--- src/rtl/bp_me_pkg.sv ---
// bp_me_pkg: processor config, BedRock mem message types and cache DMA packet for the DMA-to-CCE bridge.
package bp_me_pkg;
  typedef enum logic [1:0] {e_idle, e_send_rd, e_send_wr} bp_me_dma_state_e;
  typedef enum logic [0:0] {e_bp_default_cfg = 1'b0} bp_params_e;
  typedef struct packed {
    int paddr_width;
    int cce_block_width;
    int dword_width;
    int lce_id_width;
    int lce_assoc;
  } bp_proc_param_s;
  localparam bp_proc_param_s bp_default_cfg_gp = '{paddr_width: 40, cce_block_width: 512, dword_width: 64, lce_id_width: 4, lce_assoc: 8};
  localparam int paddr_width_gp = bp_default_cfg_gp.paddr_width;
  localparam int lce_id_width_gp = bp_default_cfg_gp.lce_id_width;
  localparam int way_id_width_gp = $clog2(bp_default_cfg_gp.lce_assoc);
  typedef enum logic [3:0] {
    e_bedrock_mem_rd = 4'd0,
    e_bedrock_mem_wr = 4'd1,
    e_bedrock_mem_uc_rd = 4'd2,
    e_bedrock_mem_uc_wr = 4'd3,
    e_bedrock_mem_pre = 4'd4,
    e_bedrock_mem_amo = 4'd5
  } bp_bedrock_mem_type_e;
  typedef enum logic [2:0] {
    e_bedrock_msg_size_1, e_bedrock_msg_size_2, e_bedrock_msg_size_4, e_bedrock_msg_size_8,
    e_bedrock_msg_size_16, e_bedrock_msg_size_32, e_bedrock_msg_size_64, e_bedrock_msg_size_128
  } bp_bedrock_msg_size_e;
  typedef struct packed {
    logic [lce_id_width_gp-1:0] lce_id;
    logic [way_id_width_gp-1:0] way_id;
  } bp_bedrock_mem_payload_s;
  typedef struct packed {
    bp_bedrock_mem_payload_s payload;
    bp_bedrock_msg_size_e size;
    logic [paddr_width_gp-1:0] addr;
    bp_bedrock_mem_type_e msg_type;
  } bp_bedrock_cce_mem_msg_header_s;
  typedef struct packed {
    logic write_not_read;
    logic [paddr_width_gp-1:0] addr;
  } bsg_cache_dma_pkt_s;
  localparam int bp_bedrock_cce_mem_msg_header_width_gp = $bits(bp_bedrock_cce_mem_msg_header_s);
  localparam int bsg_cache_dma_pkt_width_gp = $bits(bsg_cache_dma_pkt_s);
  function automatic bp_proc_param_s bp_cfg_f(bp_params_e cfg);
    return (cfg == e_bp_default_cfg) ? bp_default_cfg_gp : '0;
  endfunction
  function automatic int safe_clog2_f(int n);
    return (n <= 1) ? 1 : $clog2(n);
  endfunction
  // Message size encodes log2 of the byte count.
  function automatic bp_bedrock_msg_size_e block_size_f(int block_width);
    return bp_bedrock_msg_size_e'($clog2(block_width / 8));
  endfunction
endpackage

--- src/rtl/bp_me_cache_dma_resp_demux.sv ---
// bp_me_cache_dma_resp_demux: counts read response beats and steers them to the fill port; write acks are sunk in one beat.
module bp_me_cache_dma_resp_demux
  import bp_me_pkg::*;
 #(parameter int data_width_p = 64
  , parameter int stream_words_p = 8
  )
  (input logic clk_i
  , input logic reset_i
  , input bp_bedrock_mem_type_e msg_type_i
  , input logic v_i
  , input logic [data_width_p-1:0] data_i
  , output logic yumi_o
  , output logic [data_width_p-1:0] fill_data_o
  , output logic fill_v_o
  , input logic fill_ready_i
  , output logic last_o
  );
  localparam int cnt_width_lp = safe_clog2_f(stream_words_p);
  logic [cnt_width_lp-1:0] rd_cnt_r;
  logic is_rd, rd_last;
  assign is_rd = msg_type_i inside {e_bedrock_mem_rd, e_bedrock_mem_uc_rd};
  assign rd_last = rd_cnt_r == cnt_width_lp'(stream_words_p - 1);
  assign fill_v_o = v_i & is_rd;
  assign fill_data_o = data_i;
  assign yumi_o = is_rd ? fill_v_o & fill_ready_i : v_i;
  assign last_o = yumi_o & (~is_rd | rd_last);
  always_ff @(posedge clk_i)
    if (reset_i)
      rd_cnt_r <= '0;
    else if (yumi_o & is_rd)
      rd_cnt_r <= rd_last ? '0 : rd_cnt_r + 1'b1;
endmodule

--- src/rtl/bp_me_cache_dma_to_cce.sv ---
// bp_me_cache_dma_to_cce: bsg_cache DMA port to BedRock mem command/response streams.
// Define BP_ME_DMA_FILL_FIFO_EN to buffer fill beats in a 2-entry FIFO.
module bp_me_cache_dma_to_cce
  import bp_me_pkg::*;
 #(parameter bp_params_e bp_params_p = e_bp_default_cfg
  , parameter int dma_data_width_p = bp_default_cfg_gp.dword_width
  , parameter int outstanding_max_p = 4
  )
  (input logic clk_i
  , input logic reset_i
  , input logic [bsg_cache_dma_pkt_width_gp-1:0] dma_pkt_i
  , input logic dma_pkt_v_i
  , output logic dma_pkt_yumi_o
  , output logic [dma_data_width_p-1:0] dma_data_o
  , output logic dma_data_v_o
  , input logic dma_data_ready_i
  , input logic [dma_data_width_p-1:0] dma_data_i
  , input logic dma_data_v_i
  , output logic dma_data_yumi_o
  , output logic [bp_bedrock_cce_mem_msg_header_width_gp-1:0] mem_cmd_header_o
  , output logic [dma_data_width_p-1:0] mem_cmd_data_o
  , output logic mem_cmd_v_o
  , input logic mem_cmd_ready_i
  , output logic mem_cmd_lock_o
  , input logic [bp_bedrock_cce_mem_msg_header_width_gp-1:0] mem_resp_header_i
  , input logic [dma_data_width_p-1:0] mem_resp_data_i
  , input logic mem_resp_v_i
  , output logic mem_resp_yumi_o
  , input logic mem_resp_lock_i
  );
  localparam bp_proc_param_s proc_param_lp = bp_cfg_f(bp_params_p);
  localparam int cce_block_width_p = proc_param_lp.cce_block_width;
  localparam int stream_words_lp = cce_block_width_p / dma_data_width_p;
  localparam int cnt_width_lp = safe_clog2_f(stream_words_lp);
  localparam int ow_lp = $clog2(outstanding_max_p + 1);
  bsg_cache_dma_pkt_s pkt;
  bp_bedrock_cce_mem_msg_header_s hdr_r, resp_hdr;
  bp_me_dma_state_e state_r, state_n;
  logic [cnt_width_lp-1:0] wr_cnt_r;
  logic [ow_lp-1:0] outstanding_r;
  logic wr_last, resp_done, dec;
  logic [dma_data_width_p-1:0] fill_data;
  logic fill_v, fill_ready;
  logic unused;
  assign pkt = dma_pkt_i;
  assign resp_hdr = mem_resp_header_i;
  assign mem_cmd_header_o = hdr_r;
  assign wr_last = wr_cnt_r == cnt_width_lp'(stream_words_lp - 1);
  assign dec = resp_done & (outstanding_r != '0);
  assign unused = ^{mem_resp_lock_i, resp_hdr.payload, resp_hdr.size, resp_hdr.addr};
  always_comb begin
    state_n = state_r;
    dma_pkt_yumi_o = 1'b0;
    dma_data_yumi_o = 1'b0;
    mem_cmd_v_o = 1'b0;
    mem_cmd_data_o = '0;
    mem_cmd_lock_o = 1'b0;
    case (state_r)
      e_idle: begin
        dma_pkt_yumi_o = dma_pkt_v_i & (outstanding_r != ow_lp'(outstanding_max_p));
        if (dma_pkt_yumi_o)
          state_n = pkt.write_not_read ? e_send_wr : e_send_rd;
      end
      e_send_rd: begin
        mem_cmd_v_o = 1'b1;
        state_n = mem_cmd_ready_i ? e_idle : e_send_rd;
      end
      e_send_wr: begin
        mem_cmd_v_o = dma_data_v_i;
        mem_cmd_data_o = dma_data_i;
        dma_data_yumi_o = dma_data_v_i & mem_cmd_ready_i;
        mem_cmd_lock_o = ~wr_last;
        state_n = (dma_data_yumi_o & wr_last) ? e_idle : e_send_wr;
      end
      default: state_n = e_idle;
    endcase
  end
  // Header is registered so the command starts the cycle after the packet is taken.
  always_ff @(posedge clk_i)
    if (reset_i) begin
      state_r <= e_idle;
      hdr_r <= '0;
      wr_cnt_r <= '0;
      outstanding_r <= '0;
    end else begin
      state_r <= state_n;
      if (dma_pkt_yumi_o)
        hdr_r <= '{payload: '0
                 , size: block_size_f(cce_block_width_p)
                 , addr: pkt.addr & ~paddr_width_gp'(cce_block_width_p / 8 - 1)
                 , msg_type: pkt.write_not_read ? e_bedrock_mem_wr : e_bedrock_mem_rd};
      if (dma_data_yumi_o)
        wr_cnt_r <= wr_last ? '0 : wr_cnt_r + 1'b1;
      outstanding_r <= outstanding_r + ow_lp'(dma_pkt_yumi_o) - ow_lp'(dec);
    end
  bp_me_cache_dma_resp_demux #(.data_width_p(dma_data_width_p), .stream_words_p(stream_words_lp)) demux
    (.clk_i(clk_i)
    , .reset_i(reset_i)
    , .msg_type_i(resp_hdr.msg_type)
    , .v_i(mem_resp_v_i)
    , .data_i(mem_resp_data_i)
    , .yumi_o(mem_resp_yumi_o)
    , .fill_data_o(fill_data)
    , .fill_v_o(fill_v)
    , .fill_ready_i(fill_ready)
    , .last_o(resp_done)
    );
`ifdef BP_ME_DMA_FILL_FIFO_EN
  logic [dma_data_width_p-1:0] fifo_mem_r [2];
  logic wptr_r, rptr_r, enq, deq;
  logic [1:0] fifo_cnt_r;
  assign fill_ready = fifo_cnt_r != 2'd2;
  assign enq = fill_v & fill_ready;
  assign deq = dma_data_v_o & dma_data_ready_i;
  assign dma_data_v_o = fifo_cnt_r != 2'd0;
  assign dma_data_o = fifo_mem_r[rptr_r];
  always_ff @(posedge clk_i)
    if (reset_i) begin
      wptr_r <= 1'b0;
      rptr_r <= 1'b0;
      fifo_cnt_r <= 2'd0;
    end else begin
      if (enq) begin
        fifo_mem_r[wptr_r] <= fill_data;
        wptr_r <= ~wptr_r;
      end
      if (deq)
        rptr_r <= ~rptr_r;
      fifo_cnt_r <= fifo_cnt_r + 2'(enq) - 2'(deq);
    end
`else
  assign fill_ready = dma_data_ready_i;
  assign dma_data_o = fill_data;
  assign dma_data_v_o = fill_v;
`endif
  resp_pending_a: assert property (@(posedge clk_i) disable iff (reset_i) mem_resp_v_i |-> outstanding_r != '0);
  resp_type_a: assert property (@(posedge clk_i) disable iff (reset_i)
    mem_resp_v_i |-> resp_hdr.msg_type inside {e_bedrock_mem_rd, e_bedrock_mem_wr, e_bedrock_mem_uc_rd, e_bedrock_mem_uc_wr});
endmodule
--- config.mk ---
export PLATFORM = sky130hd
export DESIGN_NAME = bp_me_cache_dma_to_cce
export DESIGN_NICKNAME = d
export VERILOG_FILES = /design/src/rtl/bp_me_pkg.sv /design/src/rtl/bp_me_cache_dma_resp_demux.sv /design/src/rtl/bp_me_cache_dma_to_cce.sv
export SDC_FILE = /design/constraint.sdc
export NUM_CORES = 1
export LEC_CHECK = 0
export ABC_CLOCK_PERIOD_IN_PS = 3000
export CAP_MARGIN = 20
export CORE_AREA = 2 2 165 167
export DETAILED_ROUTE_END_ITERATION = 8
export DIE_AREA = 0 0 167 169
export GPL_TIMING_DRIVEN = 0
export PLACE_DENSITY = 0.54
export SYNTH_ARGS = -nofsm -noshare
export SYNTH_HDL_FRONTEND = slang
export SYNTH_HIERARCHICAL = 1
export SYNTH_SLANG_ARGS = --single-unit
--- constraint.sdc ---
create_clock -name clk_i -period 3 [get_ports clk_i]
set_input_delay 0.6 -clock clk_i [delete_from_list [all_inputs] [get_ports clk_i]]
set_output_delay 0.6 -clock clk_i [all_outputs]
set_load 0.01 [all_outputs]
# --- Word level (Yosys, flattened, before mapping) ---
# Index checks and enable logic that the tools add are counted.
classes:
  add_sub_neg: 4
  n_mul: 0
  div: 0
  order_cmp: 0
  n_eq_ne: 7
  shift: 0
  n_mux: 14
  n_bitwise: 11
  n_reduce_logical: 4
op_table:
  columns: ["cell", "n"]
  rows:
  - ["$mux W64", 1]
  - ["$and A1 B1 Y1", 8]
  - ["$add A3 B1 Y3 const B", 2]
  - ["$eq A3 B3 Y1 const B", 2]
  - ["$mux W1", 6]
  - ["$mux W2", 3]
  - ["$mux W3", 2]
  - ["$pmux W2 S3", 1]
  - ["$eq A4 B2 Y1 const B", 1]
  - ["$logic_not A4 Y1", 1]
  - ["$add A3 B1 Y3", 1]
  - ["$ne A3 B3 Y1 const B", 1]
  - ["$reduce_bool A3 Y1", 1]
  - ["$sub A3 B1 Y3", 1]
  - ["$eq A2 B1 Y1 const B", 1]
  - ["$eq A2 B2 Y1 const B", 1]
  - ["$logic_not A2 Y1", 1]
  - ["$ne A2 B2 Y1 const B", 1]
  - ["$not A1 Y1", 2]
  - ["$pmux W1 S2", 1]
  - ["$reduce_bool A2 Y1", 1]
  - ["$or A1 B1 Y1", 1]
totals:
  reg_bits: 50
  latchBits: 0
  ramBits: 0
  rom_bits: 0
  output_inout_bits: 188
  wordCells: 47
  memories: 0

# --- Logic depth before layout (Yosys ltp) ---
depth:
  depth_word: 8
  ltp_mapped: 13

# --- By module ---
# The synthesis kept the hierarchy.
modules_own_cells:
  columns: ["mod", "n_inst", "cells_per_inst", "area_per_inst_um2"]
  rows:
  - ["bp_me_cache_dma_to_cce", 1, 300, 2327.2]
  - ["bp_me_cache_dma_resp_demux", 1, 83, 693.2]

# --- Worst setup path before layout ---
# OpenSTA, ideal clock, no wires.
synth_timing:
  path_kind: "register to register"
  start: "reg demux.rd_cnt_r[0]"
  end: "reg outstanding_r[2]"
  setup_time_ns: 0.128
  t_arrival_ns: 2.402
  t_required_ns: 2.872
  setup_slack_ns: 0.471
  stages_incl_launch_ff: 14
  n_path_buf: 0
  path_cell_list: "dfxtp_1 -> ha_1 -> ha_1 -> a2111oi_0 -> nor2b_1 -> o31a_1 -> ha_1 -> inv_1 -> ha_1 -> inv_1 -> fa_1 -> xor2_1 -> xnor2_1 -> nor2_1"
synth_via:
  elab_chain_len: 5
synth_lines:
  columns: ["element", "line", "rtl"]
  rows:
  - ["start, declared", "bp_me_cache_dma_resp_demux.sv:19", "logic [cnt_width_lp-1:0] rd_cnt_r;"]
  - ["start signal, assigned", "bp_me_cache_dma_resp_demux.sv:31", "rd_cnt_r <= rd_last ? '0 : rd_cnt_r + 1'b1;"]
  - ["$eq A3 B3 Y1", "bp_me_cache_dma_resp_demux.sv:22", "assign rd_last = rd_cnt_r == cnt_width_lp'(stream_words_p - 1);"]
  - ["$or A1 B1 Y1", "bp_me_cache_dma_resp_demux.sv:26", "assign last_o = yumi_o & (~is_rd | rd_last);"]
  - ["$and A1 B1 Y1", "bp_me_cache_dma_resp_demux.sv:26", null]
  - ["via resp_done", "bp_me_cache_dma_to_cce.sv:41", "logic wr_last, resp_done, dec;"]
  - ["$and A1 B1 Y1", "bp_me_cache_dma_to_cce.sv:49", "assign dec = resp_done & (outstanding_r != '0);"]
  - ["$sub A3 B1 Y3", "bp_me_cache_dma_to_cce.sv:94", "outstanding_r <= outstanding_r + ow_lp'(dma_pkt_yumi_o) - ow_lp'(dec);"]
  - ["end signal, assigned", "bp_me_cache_dma_to_cce.sv:94", null]
  - ["end, declared", "bp_me_cache_dma_to_cce.sv:40", "logic [ow_lp-1:0] outstanding_r;"]
# The timed path passes the listed nets, and every way through them passes these cells.
# A chain may end at the register's enable or synchronous reset.

# --- Worst setup path after layout ---
layout_timing:
  start: "in dma_pkt_v_i"
  end: "out dma_pkt_yumi_o"
layout_via:
  elab_chain_len: 2
layout_lines:
  columns: ["element", "line", "rtl"]
  rows:
  - ["start, declared", "bp_me_cache_dma_to_cce.sv:12", ", input logic dma_pkt_v_i"]
  - ["$and A1 B1 Y1", "bp_me_cache_dma_to_cce.sv:60", "dma_pkt_yumi_o = dma_pkt_v_i & (outstanding_r != ow_lp'(outstanding_max_p));"]
  - ["$mux W1", "bp_me_cache_dma_to_cce.sv:58", "case (state_r)"]
  - ["end, declared", "bp_me_cache_dma_to_cce.sv:13", ", output logic dma_pkt_yumi_o"]
# Every way passes these cells.

==> impl_metrics.toml <==
[cells_and_area]
fillers = 2869
n_antenna_cell = 0
fin_cells = 1027
drive_gt1_share_pct = 15.9
stdcell_area_um2 = 6450
layout_commonest_cell = "clkdlybuf4s50_1"
final_util_pct = 24.4
nNetsFinal = 927
layout_common_cells = "clkdlybuf4s50_1, buf_4, nand2_1, and2_1, dfxtp_1"
area_delta_synth_final_pct = 114

[logic_synthesis]
synth-seq-area-share_pct = 31.2
avgSynthCellArea_um2 = 7.89
synthArstFlopShare_pct = 0
netlist_area_um2 = 3020
synth_cells = 383
yosysWarnings = 6
synth-main-ff-cell = "dfxtp_1"
synth-edff-count = 0
ys_seq_elements = 47
ys_types = 35

[sta]
worstMarginPinSlew_ps = 684
setup_viol = 0
period_share_pct = 93.9
maxSlewViolCount = 0
fin_crit_ps = 2820
fmax_mhz = 355
tns_ps = 0
slew_headroom_pct = 54.4
hold_violations = 0
rsz0062_at_grt = "false"
skew_ps = 2.61

[setup_path]
crit_required_ps = 2400
r2r-start = "demux/rd_cnt_r[0]"
cp_slowest_cell = "clkdlybuf4s50_1"
cp_common_cell = "clkdlybuf4s50_1"
critPathLaunch = "dma_pkt_v_i"
cp-start-kind = "input port"
endpoint_kind = "output port"
arrival_ps = 2220
max_stage_delay_ps = 540
path_class = "in -> out"
crit_path_cell_trace = "clkdlybuf4s50_1 > nand3_4 > inv_4 > buf_6 > clkdlybuf4s50_1"
cp_max_fo = 11

[clock_network]
post_cts_buffers = 0
numCtsBuffers = 5
clock_path_buffers = 2
cts.sinks = 47
cts_resized = 2
htreeDepth = 2
postCtsHoldBufs = 0
cts_tree = "yes"
cts.clk_slew.worst_paths_ps = 70
cts-root-buf = "clkbuf_16"
insertion_delay_ps = 300

[floorplanning]
num_rows = 60
dieArea_um2 = 28200
io_pins = 419
initial_utilization_pct = 11.4
die_w_um = 167
core-area_um2 = 26500
die_y_um = 169

[power]
total_power_uw = 2990
power_density_nw_per_um2 = 463
power_leakage_uw = 0.00260
ir_worst_vdd_mv = 0.216

[global_route]
antenna_found_initial = 1
grt_overflow = 0
grt_pass1_wl_mm = 18.2
grt_pass1_vias = 3163
track_usage_pct = 8.27
grt_max_degree = 15

[drt]
vias_per_cell = 3.25
wirelength_mm = 12.4
drt.antenna.violating_nets = 0
drc = 0
firstDrtPassIters = 4
drtIter0Drc = 89
post_drt_wl_per_cell_um = 12.1
num_vias = 3335

[placed_design]
place.gp.congestion = 0.752
dp_cells = 1019
placed_area_um2 = 6300
numPortBuffers = 279
dpl.hpwl_mm = 10.5

[run]
drv_cap = 0

[run_status]
run_status = "complete, no violations"

[worst_hold_path]
min-delay-start = "mem_cmd_header_o[38]"
holdCritPathClass = "reg -> reg"
==> where the power goes <==
group	total [uW]	leakage, uW	switching [uW]	internal (uW)
Combinational	1620	0.00215	700	922
Clock	570	0.0000669	262	309
Sequential	798	0.000385	64.3	734
Total	2990	0.00260	1030	1960
==> stage by stage <==
step	worst slack (ps)	hold slack, ps
global route	18.3	475
global placement	-166	442
floorplan	471	461
detailed placement	-189	446
finish	184	452
CTS	71.7	455
==> final timing paths <==
kind | end | slack, ps | cells past startpoint
max | dma_pkt_yumi_o | 180 | 5
min | mem_cmd_header_o[38] | 450 | 2
max reg2reg | outstanding_r[2] | 300 | 13
min reg2reg | mem_cmd_header_o[38] | 450 | 2
==> layout make-up <==
class                   count  area, um2  area share, %
multi-input cells         243       1380           21.4
repair buffers            279       2790           43.3
plain buffers             100        734           11.4
clock buffers               6        129           2.00
clock inverters             2       12.5          0.194
well taps                 341        427           6.61
inverters                   9       36.3          0.562
flip-flops and latches     47        941           14.6
==> critical path, delay by kind of cell <==
kind / cells / cell delay [ps]
and+or+nand+nor: 1 / 180
buffers and inverters: 4 / 1430
==> sequential cells by signal, indices dropped and copies added, names as in the netlist <==
name              flops
demux/rd_cnt_r        3
outstanding_r         3
wr_cnt_r              3
mem_cmd_header_o     36
state_r               2
==> cells in the mapped netlist, types with 2 or more instances <==
master,instances,area share [%]
o21ba_2,2,0.66
buf_4,82,20
a21boi_0,2,0.50
clkbuf_1,12,1.5
a22oi_1,2,0.50
inv_1,8,0.99
and2_1,64,13
nand3_1,2,0.33
nor2b_1,4,0.83
or3_1,2,0.41
nand2_1,72,8.9
nor3_1,2,0.33
a21oi_1,41,6.8
ha_1,10,4.1
nor2_1,7,0.87
buf_6,6,2.2
dfxtp_1,47,31
==> layer usage <==
layer / up-vias / wire, um / global-route usage [%]
met5: - / 8 / 0
met4: 2 / 144 / 2.17
met3: 12 / 968 / 2.92
met2: 125 / 6300 / 14.7
met1: 1478 / 5030 / 9.43
li1: 1718 / - / -
==> cell families after synthesis <==
logic type               count (synthesis)  synth area share, %
XOR/XNOR                                 2                0.580
adder cells (fa/ha/maj)                 11                 4.81
flip-flops                              47                 31.2
other                                    1                0.124
multiplexers                             1                0.331
AND/OR/NAND/NOR                        160                 27.8
AO/OA/AOI/OAI                           52                 9.94
buffers and inverters                  109                 25.3
Note: power is estimated with default switching activity, not from simulation.
